===== config.mk =====
export PLATFORM = sky130hd
export DESIGN_NAME = rr_grant_arbiter
export DESIGN_NICKNAME = d
export VERILOG_FILES = /design/src/rtl/rr_grant_arbiter.sv
export SDC_FILE = /design/constraint.sdc
export NUM_CORES = 1
export LEC_CHECK = 0
export BUFFER_PORTS_ARGS = -buffer_cell sky130_fd_sc_hd__buf_2
export CAP_MARGIN = 20
export CORE_MARGIN = 10
export CORE_UTILIZATION = 35
export DETAILED_ROUTE_END_ITERATION = 6
export SYNTH_ARGS = -nofsm -noshare
export SYNTH_HDL_FRONTEND = slang
export SYNTH_SLANG_ARGS = --single-unit

===== constraint.sdc =====
create_clock -name clk -period 3.6 [get_ports clk]
set_input_delay 0.72 -clock clk [delete_from_list [all_inputs] [get_ports clk]]
set_output_delay 0.72 -clock clk [all_outputs]
set_load 0.01 [all_outputs]

===== src/rtl/rr_grant_arbiter.sv =====
// rr_grant_arbiter: round-robin arbiter feeding the 8-to-3 one-hot encoder.
// The grant is registered and strictly one-hot. It is held until the owner
// pulses done or drops its request. Priority then rotates to the index just
// past the last owner, and one all-zero grant cycle separates owners.
// Optional hold-time limit: define RR_GRANT_TIMEOUT_EN to build a counter
// that force-releases a grant held for TIMEOUT cycles. Without the macro the
// timeout output is tied low and a grant can be held indefinitely.
//
// state   | meaning
// --------+------------------------------------------------------------
// IDLE    | no owner, grant=0; arbitrate among req starting at ptr
// GRANT   | one owner holds grant until done, req drop or timeout

module rr_grant_arbiter #(
   parameter int N       = 8,
   parameter int TIMEOUT = 255
) (
   input  logic         clk,
   input  logic         rst_n,
   input  logic [N-1:0] req,
   input  logic         done,
   output logic [N-1:0] grant,
   output logic         grant_valid,
   output logic         timeout
);

   localparam int PW = (N > 1) ? $clog2(N) : 1;

   localparam logic [0:0] ST_IDLE  = 1'b0;
   localparam logic [0:0] ST_GRANT = 1'b1;

   if (N < 2 || N > 8 || TIMEOUT < 2 || TIMEOUT > 65535) begin : g_bad_param
      $error("rr_grant_arbiter: N must be 2..8 and TIMEOUT 2..65535");
   end

   logic [0:0]    state_q, state_d;
   logic [PW-1:0] ptr_q, ptr_d;
   logic [N-1:0]  grant_q, grant_d;

   logic [N-1:0]  req_rot;
   logic [PW-1:0] pick_off;
   logic          pick_found;
   logic [PW:0]   pick_sum;
   logic [N-1:0]  pick_onehot;
   logic [PW-1:0] owner_idx;
   logic [PW-1:0] ptr_after_owner;
   logic          rel_normal;

`ifdef RR_GRANT_TIMEOUT_EN
   localparam logic [15:0] HOLD_LAST = 16'(TIMEOUT - 1);
   logic [15:0] hold_cnt_q, hold_cnt_d;
   logic        timeout_q, timeout_d;
`endif

   // Rotate requests so that ptr lands at bit 0, then take the first set bit.
   always_comb begin
      req_rot    = N'({req, req} >> ptr_q);
      pick_off   = '0;
      pick_found = 1'b0;
      for (int i = 0; i < N; i++) begin
         if (!pick_found && req_rot[i]) begin
            pick_off   = PW'(i);
            pick_found = 1'b1;
         end
      end
      pick_sum = {1'b0, ptr_q} + {1'b0, pick_off};
      if (pick_sum >= (PW+1)'(N)) begin
         pick_sum = pick_sum - (PW+1)'(N);
      end
      pick_onehot = {{(N-1){1'b0}}, 1'b1} << pick_sum[PW-1:0];
   end

   // Encode the current owner and the pointer value that follows it.
   always_comb begin
      owner_idx = '0;
      for (int i = 0; i < N; i++) begin
         if (grant_q[i]) begin
            owner_idx = PW'(i);
         end
      end
      if (owner_idx == PW'(N - 1)) begin
         ptr_after_owner = '0;
      end else begin
         ptr_after_owner = owner_idx + PW'(1);
      end
      rel_normal = done || ((req & grant_q) == '0);
   end

   // Next-state logic for the arbitration FSM.
   always_comb begin
      state_d = state_q;
      ptr_d   = ptr_q;
      grant_d = grant_q;
`ifdef RR_GRANT_TIMEOUT_EN
      hold_cnt_d = hold_cnt_q;
      timeout_d  = 1'b0;
`endif
      case (state_q)
         ST_IDLE: begin
            if (req != '0) begin
               grant_d = pick_onehot;
               state_d = ST_GRANT;
`ifdef RR_GRANT_TIMEOUT_EN
               hold_cnt_d = '0;
`endif
            end
         end
         ST_GRANT: begin
            if (rel_normal) begin
               grant_d = '0;
               ptr_d   = ptr_after_owner;
               state_d = ST_IDLE;
            end
`ifdef RR_GRANT_TIMEOUT_EN
            else if (hold_cnt_q == HOLD_LAST) begin
               grant_d   = '0;
               ptr_d     = ptr_after_owner;
               state_d   = ST_IDLE;
               timeout_d = 1'b1;
            end else begin
               hold_cnt_d = hold_cnt_q + 16'd1;
            end
`endif
         end
         default: begin
            grant_d = '0;
            state_d = ST_IDLE;
         end
      endcase
   end

   // State registers with synchronous active-low reset.
   always_ff @(posedge clk) begin
      if (!rst_n) begin
         state_q <= ST_IDLE;
         ptr_q   <= '0;
         grant_q <= '0;
`ifdef RR_GRANT_TIMEOUT_EN
         hold_cnt_q <= '0;
         timeout_q  <= 1'b0;
`endif
      end else begin
         state_q <= state_d;
         ptr_q   <= ptr_d;
         grant_q <= grant_d;
`ifdef RR_GRANT_TIMEOUT_EN
         hold_cnt_q <= hold_cnt_d;
         timeout_q  <= timeout_d;
`endif
      end
   end

   assign grant       = grant_q;
   assign grant_valid = |grant_q;
`ifdef RR_GRANT_TIMEOUT_EN
   assign timeout     = timeout_q;
`else
   assign timeout     = 1'b0;
`endif

endmodule


* Yosys cells after proc, flatten, opt, wreduce, memory -nomap -nowiden
Index checks and enable logic that the tools add are counted.
** Storage, ports and cells
- Flip-flop bits (word level) :: 12
- Output and inout port bits :: 10
- Word-level logic and storage cells :: 63
** Operators by class
- Add/subtract/negate cells :: 3
- Magnitude comparators :: 1
- Equal/unequal tests :: 3
- Shift operators :: 2
- Muxes and demuxes :: 29
- Bitwise logic cells :: 2
- Reductions and logical operators :: 20
** Operators with widths (count)
- 3-bit two-way mux :: 14
- 8-bit two-way mux :: 2
- 8-bit one-hot mux with 2 select lines :: 1
- 16-bit by 3-bit >> shifter with 8-bit output :: 1
- 1-bit two-way mux :: 11
- 8-bit bitwise AND :: 1
- 8-bit zero test :: 1
- 8-bit nonzero test :: 1
- 8-bit OR reduction :: 1
- 1-bit by 3-bit left shift with 8-bit output (first input constant) :: 1
- 1-bit logical AND :: 7
- 1-bit zero test :: 7
- 3-bit by 3-bit adder with 4-bit output :: 1
- 4-bit greater-or-equal comparator (second input constant) :: 1
- 2-bit AND reduction :: 2
- 3-bit by 1-bit adder with 3-bit output (second input constant) :: 1
- 3-bit equality test (second input constant) :: 1
- 3-bit by 1-bit subtractor with 3-bit output (second input constant) :: 1
- 2-bit by 1-bit != test with 1-bit output (second input constant) :: 1
- 2-bit != test (second input constant) :: 1
- 1-bit one-hot mux with 2 select lines :: 1
- 1-bit logical OR :: 1
- 1-bit NOT :: 1

* Logic depth before layout (Yosys ltp)
Gate-level depths: netlist (run 1).
- Word-level depth :: 29
- Gate-level depth with buffers :: 15
- Depth with buffers taken out :: 13

* Worst setup path after synthesis (run 1)
Ideal clock, no wire load.
- Kind :: input-to-reg
- Start :: in req[6]
- End :: reg grant_q[6] (netlist: grant[6])
- Library setup time :: 0.063 ns
- Data arrival time :: 3.373 ns
- Required time :: 3.537 ns
- Slack :: 0.165 ns
- Cell stages on the path :: 11
- Path through :: clkbuf_1 > mux2_2 > mux4_2 > nand2b_4 > a21boi_0 > o211ai_1 > fa_1 > or4bb_1 > nor2_1 > nand3_1 > nand3_1
** On the way
- Word-level cells in the longest chain between the ends :: 29
** RTL lines
- start: declaration :: line 20 : input logic [N-1:0] req,
- 16-bit by 3-bit >> shifter with 8-bit output :: line 57 : req_rot = N'({req, req} >> ptr_q);
- 1-bit two-way mux :: line 61 : if (!pick_found && req_rot[i]) begin
- 1-bit zero test :: line 61
- 1-bit logical AND :: line 61
- 1-bit two-way mux :: line 61
- 1-bit zero test :: line 61
- 1-bit logical AND :: line 61
- 1-bit two-way mux :: line 61
- [13 not listed]
- 1-bit logical AND :: line 61
- 3-bit two-way mux :: line 61
- 3-bit by 3-bit adder with 4-bit output :: line 66 : pick_sum = {1'b0, ptr_q} + {1'b0, pick_off};
- 4-bit greater-or-equal comparator or 3-bit by 1-bit subtractor with 3-bit output (tied branches) :: line 67, 68
- 3-bit two-way mux :: line 67 : if (pick_sum >= (PW+1)'(N)) begin
- 1-bit by 3-bit left shift with 8-bit output :: line 70 : pick_onehot = {{(N-1){1'b0}}, 1'b1} << pick_sum[PW-1:0];
- 8-bit two-way mux :: line 100 : if (req != '0) begin
- 8-bit one-hot mux with 2 select lines :: line 98 : case (state_q)
- end signal: assignment :: line 145 : grant_q <= grant_d;
- end: declaration :: line 38 : logic [N-1:0] grant_q, grant_d;
Several ways; a longest one is shown, not always the timed one. The select of a mux whose other input is x is not followed.
A chain may end at the register's enable or synchronous reset.

* Worst setup path in the final report (run 1)
- Start :: in req[5]
- End :: reg grant_q[6] (netlist: grant[6])
The elaborated chain is that of the path after synthesis.

==> flow_summary.ini, run 1 <==
[yosys]
synth.top_cell.area_share = 0.181
synth_compound_area_frac = 0.252
synth_ff_type = dfxtp_1
synth_area_um2 = 1330
syn_nets = 183
seq_area_frac_synth = 0.181
ys_types = 50
synth_fa_ha_area_frac = 0.0433
synth_area_leaders = dfxtp_1, mux2i_1, mux4_2, nand3_1, nand2_1
ys_seq_elements = 12
yosys.area_share.simple = 0.277
synth_edf_count = 0
synth_top_area_cell = dfxtp_1
synth.avg_cell_area_um2 = 7.91
synth_top_family_by_area = simple AND/OR/NAND/NOR gates
synth_xor_area_frac = 0.0132
synthArstFlopShare = 0
syn_inst = 168
ys_warn_count = 0
muxShareOfSynthArea = 0.187

[min_path]
hold_path_class = reg2reg

[power_and_ir_drop]
ir_drop_v = 0.000267
leakage_nw = 0.656
finalPower_mw = 1.02
powerDensity_nw_per_um2 = 624

[drt]
detail_route.iter0.violations = 137
ant_nets = 0
routed_wl_mm = 3.61
post_drt_via_cell_ratio = 5.57
vias = 1377
drc = 0
firstDrtPassIters = 4
wl_per_cell_um = 14.6

[clock_network]
cts_setup_buffers = 0
cts_tree = yes
path_clk_slew_ps = 50
htree_num_levels = 1
post_cts_resized = 0
cts_buffer_depth = 2
cts.sinks = 12
cts_hold_buf = 0
cts-root-buf = clkbuf_8
clock_latency_ps = 240
cts_inserted_buffers = 3

[sta]
fin_crit_ps = 3330
period_share = 0.924
rsz0062_at_grt = false
fmax_mhz = 301
timing_hold_violations_final = 0
skew_ps = 2.18
hold-worst-slack_ps = 531
tns_ps = 0
slew_viol_final = 0
setup_viol = 0

[die]
initial_utilization = 0.363
dieArea_um2 = 6660
die_x_um = 81.6
coreArea_um2 = 3660
die_h_um = 81.6
io_pins = 21
placementRows = 22

[placement]
dp_hpwl_mm = 2.83
postPlaceCellArea_um2 = 1570
routabilityCongestion = 0.833
numPortBuffers = 19
place_inst = 243

[critical_path]
startpoint_type = primary input
worstSetupEndpointType = flop
worstPathMaxFanout = 4
cp.arrival_ps = 3510
crit_type = in2reg
crit_required_ps = 3780

[cells_and_area]
multi_input_area_um2 = 1030
final_common_cell = nand2_1
instances_no_fill = 247
stdcell_area_um2 = 1630
nets = 215
nFillCells = 371
layout_common_cells = nand2_1, nor2_1, buf_2, nand3_1, buf_4
seqCellArea_um2 = 240
drive_gt1_frac = 0.276
diodes = 0
area_growth_pct = 22.9

[global_route]
antenna_found_initial = 0
grt.total_usage = 0.112
grt_max_degree = 23
grt_pass1_wl_mm = 6.16
grt_pass1_vias = 1324
grt-ovfl-total = 0

[run_status]
status = completed

[run]
maxCapViolations = 0
through the flow:
step                utilization  setup WS, ps
finish                    0.446           274
global placement          0.430          14.1
CTS                       0.445           236
detailed placement        0.430          5.74
floorplan                     -           165
global route              0.446          8.20
flip-flops by register name (all words and copies together), names as in the netlist:
register / count
grant: 8
ptr_q: 3
state_q: 1
final timing paths:
| kind | startpoint | end | slack, ps | depth (start not counted) |
|---|---|---|---|---|
| worst max-delay path | req[5] | grant[6]$_SDFFE_PN0P_ | 270 | 14 |
| worst min-delay path | grant[7]$_SDFFE_PN0P_ | grant[7]$_SDFFE_PN0P_ | 530 | 2 |
| worst max register to register | ptr_q[1]$_SDFFE_PN0P_ | grant[6]$_SDFFE_PN0P_ | 310 | 14 |
| worst min register to register | grant[7]$_SDFFE_PN0P_ | grant[7]$_SDFFE_PN0P_ | 530 | 2 |
worst max-delay path, stage by stage:
cell and delay, ps:
buf_2 120, nor2b_1 140, a22oi_1 130, mux4_2 480, a211oi_1 220, a31oi_1 60, o31ai_1 90, ha_1 190
inv_1 50, fa_1 450, or4bb_1 530, nor2_1 140, nand3_1 90, nand3_1 100
cell families after synthesis:
| group | after synthesis |
|---|---|
| other | 1 |
| xor gates and xnor gates | 2 |
| AOI/OAI and AO/OA | 42 |
| and+or+nand+nor | 76 |
| adders and majority gates | 4 |
| DFF | 12 |
| buffers and inverters | 12 |
| muxes | 19 |
area by class of cell:
| class | count | area share |
|---|---|---|
| timing repair buffer | 35 | 0.139 |
| clock buffer | 4 | 0.0337 |
| inverter | 4 | 0.00920 |
| multi-input combinational | 144 | 0.634 |
| sequential | 12 | 0.147 |
| tap | 48 | 0.0368 |
power breakdown:
part	internal, mW	leakage [nW]	switching, mW
registers	0.162	0.0977	0.0468
clock network	0.0967	0.0288	0.0517
logic	0.322	0.530	0.339
cells in the mapped netlist (2+ instances only):
| master | n |
|---|---|
| dfxtp_1 | 12 |
| o21bai_1 | 2 |
| o211ai_1 | 2 |
| mux4_2 | 4 |
| a2bb2oi_1 | 2 |
| nor2b_1 | 5 |
| a21oi_1 | 2 |
| o21ai_0 | 4 |
| o31ai_1 | 3 |
| nand4b_1 | 2 |
| o21ai_1 | 8 |
| a21boi_0 | 2 |
| mux2i_1 | 11 |
| clkbuf_1 | 4 |
| nand4_1 | 2 |
| ha_1 | 3 |
| a22oi_1 | 5 |
| nor2_1 | 20 |
| nand2_1 | 21 |
| inv_1 | 4 |
| nand3_1 | 17 |
| nand2b_1 | 3 |
| mux2_2 | 3 |
per-layer routing:
metal	GRT usage	vias up	part of all wire
li1	-	690	-
met1	0.154	647	0.48
met2	0.181	40	0.45
met3	0.0240	0	0.068
met4	0.0153	0	0
met5	0	-	0
Note: power is estimated with default switching activity, not from simulation.
==> run 2, diff against run 1 <==
Settings changed: CORE_ASPECT_RATIO from default to 1.25, CTS_BUF_LIST from default to sky130_fd_sc_hd__clkbuf_8.
==> run 2 against run 1 <==
Net effect: power rose by 1.4%; clock power barely moved; combinational power rose by 2%; first-iteration DRC count fell by 38%; flip-flop and latch count did not move; global-route usage rose by 0.72 points; core utilization fell by 1.7 points; routed wire length rose by 4.2%; fmax rose by 0.15%; worst setup slack improved by 4.9 ps; sequential power barely moved; final cell count fell by 5.3%; largest cell class unchanged.
==> flow_summary.ini, run 2 (same netlist as run 1, synthesis figures left out) <==
[run_status]
status = completed

[critical_path]
slowest_stage = or4bb_1
cp.arrival_ps = 3510
r2r_cells = 12
timing.reg2reg.setup_slack_ps = 310
crit_top_cell = nand3_1
slowest_delay_ps = 530
worstSetupEndpointType = flop
critPathTopFamily = simple AND/OR/NAND/NOR gates
crit_required_ps = 3790
cp_num_buf_inv = 2
worstPathMaxFanout = 7
path_cells = buf_2 -> mux2_2 -> mux4_2 -> nor2b_1 -> o31ai_2 -> ha_1 -> inv_1 -> fa_1 -> or4bb_1 -> nor2_1 -> nand3_1 -> nand3_1
startpoint_type = primary input
r2r-start = ptr_q[1]$_SDFFE_PN0P_
crit_type = in2reg
crit_start = req[1]
regToRegEndpoint = grant[6]$_SDFFE_PN0P_

[min_path]
hold_path_class = reg2reg
min_from = grant[0]$_SDFFE_PN0P_
hold_end = grant[0]$_SDFFE_PN0P_
worstHoldPathCells = 2

[global_route]
antenna_found_initial = 0
grt_pass1_wl_mm = 6.42
grt_max_degree = 23
grt_pass1_vias = 1331
grt-ovfl-total = 0
grt.total_usage = 0.119

[cells_and_area]
drive_gt1_frac = 0.273
diodes = 0
layout_common_cells = nand2_1, nor2_1, buf_2, nand3_1, dfxtp_1
final_core_util = 0.429
nets = 210
instances_no_fill = 234
largest_reg_flops = 8
area_growth_pct = 20.2
final_common_cell = nand2_1

[clock_network]
cts-root-buf = clkbuf_8
cts_hold_buf = 0
cts_tree = yes
clock_latency_ps = 240
htree_num_levels = 1
cts_inserted_buffers = 3
cts_buffer_depth = 2
path_clk_slew_ps = 60
cts.sinks = 12

[power_and_ir_drop]
p_int_mw = 0.582
finalPower_mw = 1.03
p_switching_mw = 0.451
pwr-share-seq = 0.202
leakage_nw = 0.634
combPwrFrac = 0.653
clkPwrFrac = 0.145
sw_frac_of_total = 0.437
powerDensity_nw_per_um2 = 647
ir_drop_v = 0.000321

[sta]
rsz0062_at_grt = false
period_share = 0.923
worstMarginPinSlew_ps = 855
fin_crit_ps = 3320
setup_viol = 0
slew_viol_final = 0
timing_hold_violations_final = 0
hold-worst-slack_ps = 529
slew_headroom = 0.425
fmax_mhz = 301
skew_ps = 3.46

[die]
io_pins = 21
die_h_um = 88.9
coreArea_um2 = 3720
die_x_um = 75.1
dieArea_um2 = 6680
placementRows = 25
initial_utilization = 0.357

[drt]
wl_per_cell_um = 16.1
vias = 1376
drc = 0
ant_nets = 0
firstDrtPassIters = 4
routed_wl_mm = 3.76
post_drt_via_cell_ratio = 5.88
detail_route.iter0.violations = 85

[placement]
dp_hpwl_mm = 2.90
numPortBuffers = 19
routabilityCongestion = 0.895
place_inst = 230

[run]
maxCapViolations = 0
-- run 2: cell types whose count changed in the layout (fill, tap and decap cells not counted) --
cell | previous run | this run
o31ai_2 | 0 | 1
o31ai_1 | 3 | 2
nor2b_1 | 5 | 4
a211oi_2 | 0 | 1
buf_4 | 15 | 10
a211oi_1 | 1 | 0
nor2b_2 | 0 | 1
-- run 2: repair_timing --
action                     4_1_cts  5_1_grt
gates resized for setup          0        4
setup endpoints to repair        0        2
setup buffers                    0        0
-- run 2: worst register-to-register path, delay by kind of cell (launching register included) --
family	cells	cell delay (ps)
buffers and inverters	2	230
adders and majority gates	2	610
muxes	2	910
DFF	1	350
and+or+nand+nor	5	1040
AOI/OAI and AO/OA	1	100
-- run 2: power by group through the flow --
stage                     logic [mW]  clock network (mW)  registers, mW
after global placement         0.654                   0          0.211
after CTS                      0.661               0.150          0.208
after floorplan                0.464                   0          0.200
final                          0.675               0.150          0.209
after detailed placement       0.655                   0          0.211
after global routing           0.754               0.155          0.214
-- run 2: per-layer routing --
metal,up-vias,part of all wire,GRT usage,wire length [um]
met5,-,0,0,0
met4,0,0.018,0.0379,68
met3,7,0.063,0.0256,238
met2,53,0.44,0.184,1650
met1,638,0.48,0.160,1800
li1,678,-,-,-
-- run 2: how the worst max path moves through the flow --
stage / endpoint / cells past startpoint
6_report: grant[6]$_SDFFE_PN0P_ / 12
3_3_place_gp: grant[6]$_SDFFE_PN0P_ / 13
4_1_cts: grant[6]$_SDFFE_PN0P_ / 13
5_1_grt: grant[6]$_SDFFE_PN0P_ / 13
3_5_place_dp: grant[6]$_SDFFE_PN0P_ / 13
2_1_floorplan: grant[6]$_SDFFE_PN0P_ / 11
-- run 2: layout make-up --
| class | instances | area, um^2 |
|---|---|---|
| well taps | 40 | 50.0 |
| fillers | 376 | 2120 |
| clock buffers | 4 | 55.1 |
| inverters | 4 | 15.0 |
| flip-flops and latches | 12 | 240 |
| multi-input cells | 144 | 1050 |
| repair buffers | 30 | 190 |
-- run 2: metrics by stage --
step                TNS [ps]  setup slack, ps  instance area (um^2)
floorplan                  0              165                  1330
global route               0             19.4                  1600
detailed placement     -51.5            -36.5                  1530
global placement           0             33.8                  1530
CTS                        0              206                  1580
finish                     0              278                  1600
